[src/rtl/alu_issue_arbiter.sv]
// Two-requester issue arbiter for the shared four-lane vector ALU: round-robin grant,
// single-cycle start pulse, tagged completion, illegal-opcode screening and hung-ALU timeout.
module alu_issue_arbiter #(
   parameter int TAG_W   = 4,
   parameter int TIMEOUT = 15
) (
   input  logic             clk,
   input  logic             reset,
   input  logic             req0_valid,
   input  logic [3:0]       req0_op,
   input  logic [TAG_W-1:0] req0_tag,
   output logic             req0_ready,
   input  logic             req1_valid,
   input  logic [3:0]       req1_op,
   input  logic [TAG_W-1:0] req1_tag,
   output logic             req1_ready,
   output logic             alu_start,
   output logic [3:0]       alu_op,
   input  logic             alu_rdy,
   output logic             busy,
   output logic             done_valid,
   output logic             done_id,
   output logic [TAG_W-1:0] done_tag,
   output logic             done_err,
   output logic [1:0]       dbg_state
);

   // Handshake: a request transfers on reqN_valid && reqN_ready; ready is combinational,
   // high only in IDLE for the granted requester; requesters hold valid/op/tag until ready.
   typedef enum logic [1:0] {
      IDLE  = 2'd0,
      ISSUE = 2'd1,
      WAIT  = 2'd2,
      DONE  = 2'd3
   } state_t;

   localparam logic [7:0] TIMEOUT_C = 8'(TIMEOUT);

   state_t           state, state_n;
   logic             rr_last;
   logic             id_q;
   logic             err_q;
   logic [TAG_W-1:0] tag_q;
   logic [7:0]       cnt;

   logic             grant0, grant1, accept, acc_id, acc_illegal, timeout_hit;
   logic [3:0]       acc_op;
   logic [TAG_W-1:0] acc_tag;

   // On a tie the requester that did not win last time is granted.
   always_comb begin
      grant0 = 1'b0;
      grant1 = 1'b0;
      if (state == IDLE) begin
         if (req0_valid && req1_valid) begin
            grant0 = rr_last;
            grant1 = !rr_last;
         end else begin
            grant0 = req0_valid;
            grant1 = req1_valid;
         end
      end
   end

   assign accept      = grant0 | grant1;
   assign acc_id      = grant1;
   assign acc_op      = grant1 ? req1_op : req0_op;
   assign acc_tag     = grant1 ? req1_tag : req0_tag;
   assign acc_illegal = acc_op[3] & acc_op[2] & acc_op[1];
   assign timeout_hit = (cnt + 8'd1) == TIMEOUT_C;
   assign dbg_state   = state;

   always_comb begin
      state_n    = state;
      req0_ready = grant0;
      req1_ready = grant1;
      alu_start  = 1'b0;
      busy       = (state != IDLE);
      done_valid = 1'b0;
      done_id    = 1'b0;
      done_tag   = '0;
      done_err   = 1'b0;
      case (state)
         IDLE: begin
            if (accept) state_n = acc_illegal ? DONE : ISSUE;
         end
         ISSUE: begin
            alu_start = 1'b1;
            state_n   = WAIT;
         end
         WAIT: begin
            // alu_rdy on the same cycle as the timeout still counts as success
            if (alu_rdy || timeout_hit) state_n = DONE;
         end
         DONE: begin
            done_valid = 1'b1;
            done_id    = id_q;
            done_tag   = tag_q;
            done_err   = err_q;
            state_n    = IDLE;
         end
         default: state_n = IDLE;
      endcase
   end

   always_ff @(posedge clk) begin
      if (reset) begin
         state   <= IDLE;
         rr_last <= 1'b1;
         id_q    <= 1'b0;
         tag_q   <= '0;
         err_q   <= 1'b0;
         alu_op  <= 4'b0000;
         cnt     <= 8'd0;
      end else begin
         state <= state_n;
         case (state)
            IDLE: begin
               if (accept) begin
                  rr_last <= acc_id;
                  id_q    <= acc_id;
                  tag_q   <= acc_tag;
                  err_q   <= acc_illegal;
                  // ALU control keeps sampling alu_op, so only a real issue may change it
                  if (!acc_illegal) alu_op <= acc_op;
               end
            end
            ISSUE: cnt <= 8'd0;
            WAIT: begin
               if (!alu_rdy) begin
                  cnt <= cnt + 8'd1;
                  if (timeout_hit) err_q <= 1'b1;
               end
            end
            default: ;
         endcase
      end
   end

endmodule

[config.mk]
export PLATFORM = sky130hd
export DESIGN_NAME = alu_issue_arbiter
export DESIGN_NICKNAME = d
export VERILOG_FILES = /design/src/rtl/alu_issue_arbiter.sv
export SDC_FILE = /design/constraint.sdc
export NUM_CORES = 1
export LEC_CHECK = 0
export ABC_AREA = 1
export BUFFER_PORTS_ARGS = -buffer_cell sky130_fd_sc_hd__buf_2
export CORE_AREA = 8 8 73 75
export DETAILED_ROUTE_END_ITERATION = 10
export DIE_AREA = 0 0 81 83
export PLACE_DENSITY = 0.49
export SYNTH_ARGS = -nofsm -noshare
export SYNTH_HDL_FRONTEND = slang
export SYNTH_SLANG_ARGS = --single-unit
[constraint.sdc]
create_clock -name clk -period 2.1 [get_ports clk]
set_input_delay 0.525 -clock clk [delete_from_list [all_inputs] [get_ports clk]]
set_output_delay 0.525 -clock clk [all_outputs]
set_load 0.03 [all_outputs]
After elaboration in Yosys (flattened, before gate mapping). Index checks and enable logic that the tools add are counted.

Word-level logic and storage cells: 53. Register bits: 21. Bits of input ports: 21. Output and inout port bits: 17.

Reduce and logical (&&, ||, !) cells: 12. Mux-type cells: 21. Bitwise gates (word level): 4. Eq/ne operators: 8. $add $sub $neg: 1.

Operators by type and width (number): case mux 8 bit (2 select lines) (1); two-way mux 4 bit (3); two-way mux 1 bit (11); adder 8 x 1 -> 8 bit (second input constant) (1); equality test 8 x 4 -> 1 bit (second input constant) (1); two-way mux 8 bit (1); != test 2 bit (second input constant) (4); case mux 2 bit (4 select lines) (1); two-way mux 2 bit (3); AND reduction 2 bit (3); nonzero test 2 bit (3); equality test 2 bit (second input constant) (2); AND reduction 4 bit (1); AND reduction 3 bit (1); bitwise AND 1 bit (2); equality test 2 x 1 -> 1 bit (second input constant) (1); zero test 2 bit (1); case mux 1 bit (2 select lines) (1); logical AND 1 bit (1); zero test 1 bit (1); logical OR 1 bit (1); inverter 1 bit (1); bitwise OR 1 bit (1).

Logic depth before layout (Yosys ltp).
Word-level depth: 9. Depth in mapped cells: 13. Depth with buffers taken out: 13.

Worst setup path after synthesis. Ideal clock, no wire load.

Path type: flip-flop to flip-flop. From: register state[0], in the netlist dbg_state[0]. To: register err_q. Stages on the path, launching flop included: 10. Required time: 1.985 ns. Buffers on the path: 0. Setup slack: 0.215 ns. Setup time: 0.115 ns. Arrival: 1.770 ns. Clock period less this slack: 1.885 ns. Cells stage by stage: dfxtp_1 -> inv_1 -> ha_1 -> nand3_4 -> clkinv_4 -> nor2_4 -> nand2_1 -> o211ai_1 -> nor2_1 -> o21a_1.

Word-level cells in the longest chain between the ends: 7. Elaborated cells between the ends (all ways): 15. Those cells by class: 4 x eq/ne; 5 x mux; 3 x bitwise; 3 x reduce/logical.

Ends and longest elaborated chain: start, declared (RTL line 39) `state_t state, state_n;`; start signal, assigned (RTL line 116) `state <= state_n;`; zero test 2 bit * (RTL line 54) `if (state == IDLE) begin`; two-way mux 1 bit * (RTL line 54); via req1_ready (RTL line 16) `output logic req1_ready,`; two-way mux 4 bit (RTL line 67) `assign acc_op = grant1 ? req1_op : req0_op;`; bitwise AND 1 bit (2 in series) (RTL line 69) `assign acc_illegal = acc_op[3] & acc_op[2] & acc_op[1];`; two-way mux 1 bit (RTL line 119) `if (accept) begin`; case mux 1 bit (2 select lines) (RTL line 117) `case (state)`; end signal, assigned (RTL line 123) `err_q <= acc_illegal;`; end, declared (RTL line 42) `logic err_q;`.

The timed path passes the listed nets; every way through them passes the cells marked *. The select of a mux whose other input is x is not followed. A chain may end at the register's enable or synchronous reset.

Final worst setup path.
From: register state[1], in the netlist dbg_state[1]. To: output port req0_ready.

Word-level cells in the longest chain between the ends: 2.

Ends and longest elaborated chain: zero test 2 bit (RTL line 54); two-way mux 1 bit (RTL line 54); end, declared (RTL line 12) `output logic req0_ready,`.

Every way passes these cells.

==> flow_summary.toml <==
[pwr]
leakage_nw = 0.770
power_density_nw_per_um2 = 1010
ir_drop_v = 0.000444

[logic_synthesis]
syn_avg_cell_area_um2 = 6.47
synth_xor_area_frac = 0
synth_compound_area_frac = 0.146
ys_ff_latch = 21
ys_seq_area_frac = 0.347
synth_top_family_by_area = "simple AND/OR/NAND/NOR gates"
synthSimpleGateAreaFrac = 0.351
synth_cell_types = 20
synth-adder-area-share = 0.0620
syn_area_um2 = 1210
syn_nets = 214
yosysWarnings = 0
synth_mux_area_frac = 0
synthCells = 187

[die]
coreArea_um2 = 4200
rows = 24
die-area_um2 = 6720
die_w_um = 81
die_y_um = 83
io_pins = 38
initial_utilization = 0.288

[worst_hold_path]
hold_path_class = "register to register"
holdPathStages = 2

[setup_path]
crit_path_max_fanout = 6
critical-path-max-stage-delay_ps = 340
cp.required_ps = 1570
crit_cells = 5
end_kind = "output port"
r2r_slack_ps = 350
path_buf_inv = 2
criticalPathCategory = "register to output port"
cp.arrival_ps = 1430
crit_chain = "inv_1, ha_2, nand2_1, a21oi_4, buf_4"
cp_top_family = "flip-flops"
reg2reg_depth = 10
start_kind = "register"
crit_path_top_delay_cell = "dfxtp_1"

[global_routing]
grt_overflow_total = 0
grt_pass1_wl_um = 5450
grt_max_degree = 15
grt_usage = 0.0998
grt_pass1_vias = 1245
antenna_found_initial = 0

[detailed_routing]
drc_errors = 0
wl_per_cell_um = 11.0
drt_iter0_markers = 23
via_count = 1228
drt-total-wl_um = 3090
first_pass_iters = 4
via_per_inst = 4.35
detail-route-antenna-nets = 0

[layout]
final_area_um2 = 1530
final_common_cell = "nand2_1"
final_cell_mix = "70 x nand2_1, 36 x buf_2, 27 x inv_1"
syn_to_final_growth_pct = 26.5
multi_input_area_um2 = 678
drive_above_1_share = 0.226
fill_cells = 500
nets = 258
regArea_um2 = 420
antennaDiodeCount = 0

[clock_network]
clk_latency_ps = 260
clockBufferDepth = 2
root_buffer = "clkbuf_8"
cts_tree = "done"
path_clk_slew_ps = 80
clkSinkCount = 21
htreeDepth = 1
numCtsBuffers = 3
cts.hold.buffers_added = 0

[timing]
fin_ws_ps = 148
rsz0062_at_grt = "no"
fin_tns_setup_ps = 0
fin_crit_sh = 0.929
period_needed_ps = 1950
worst_slew_margin_rel = 0.802
tightest_slew_ps = 298
maxSlewViolCount = 0
setup_violations = 0
fmax_mhz = 512
skew_ps = 4.14
hold_viol = 0

[placed_design]
place_congestion = 0.699
place_area_um2 = 1470
dp_hpwl_um = 2400
portBuffers = 37
post-place-ws_ps = 292

[status]
status = "completed"

[flow_run]
drv_cap = 0
## report_power, final
group          switching [W]  internal (W)
sequential         0.0000502      0.000483
clock               0.000139      0.000132
combinational       0.000490      0.000245
## area by class of cell
cell class	count	area share
Timing Repair Buffer	40	0.137
Clock inverter	1	0.00327
Inverter	28	0.0720
Sequential cell	21	0.275
Multi-Input combinational cell	137	0.443
Tap cell	52	0.0425
Clock buffer	3	0.0270
## worst register-to-register path: cells and delay by family, from the launching register on
kind | cells | cell delay (ps)
AND/OR/NAND/NOR | 4 | 500
flip-flops | 1 | 390
AO/OA/AOI/OAI | 3 | 320
buffers and inverters | 2 | 240
adder cells (fa/ha/maj) | 1 | 220
## layer usage
layer | global-route usage | share of wire
met1 | 0.112 | 0.48
met2 | 0.163 | 0.45
met3 | 0.0453 | 0.066
met4 | 0.0293 | 0.010
met5 | 0 | 0
## path summary, 6_finish.rpt
path | from | endpoint
setup / recovery | dbg_state[1] | req0_ready
hold / removal | id_q | id_q
setup reg to reg | dbg_state[0] | err_q
hold reg to reg | id_q | id_q
## kinds of logic after synthesis
family | after synthesis
DFF | 21
and+or+nand+nor | 101
AOI/OAI and AO/OA | 30
buffers and inverters | 29
adders and majority gates | 6
## registers in the layout, summed over array words and instances, names as in the netlist
signal,cells
alu_op,4
cnt,8
dbg_state,2
err_q,1
id_q,1
rr_last,1
tag_q,4
## per-stage QoR
| step | hold WS, ps | utilization | power (W) | cells |
|---|---|---|---|---|
| after global placement | 460 | 0.350 | 0.00128 | 277 |
| final | 466 | 0.364 | 0.00154 | 282 |
| after global routing | 493 | 0.364 | 0.00168 | 282 |
| after CTS | 468 | 0.362 | 0.00156 | 281 |
| after detailed placement | 456 | 0.350 | 0.00127 | 277 |
| after floorplan | 439 | - | 0.00107 | 187 |
## timing repair
item	CTS	global route
gates cloned	0	0
gates resized for setup	1	1
setup endpoints to repair	1	1
setup buffers	0	1
## synth_stat cells
master	number	share of area
nand2_1	70	0.22
ha_1	6	0.062
nand3_4	1	0.014
inv_1	27	0.084
o21ai_0	10	0.041
clkbuf_1	1	0.0031
o21a_1	1	0.0062
dfxtp_1	21	0.35
nor2_4	1	0.0093
o211ai_1	3	0.019
or2_2	2	0.010
nand3_1	6	0.025
a31oi_1	4	0.021
a21oi_4	1	0.013
nand4_1	2	0.010
a21oi_1	11	0.045
nor2_1	17	0.053
nand3b_1	1	0.0062
clkinv_4	1	0.0072
nor2_2	1	0.0052
Note: power is estimated with default switching activity, not from simulation.
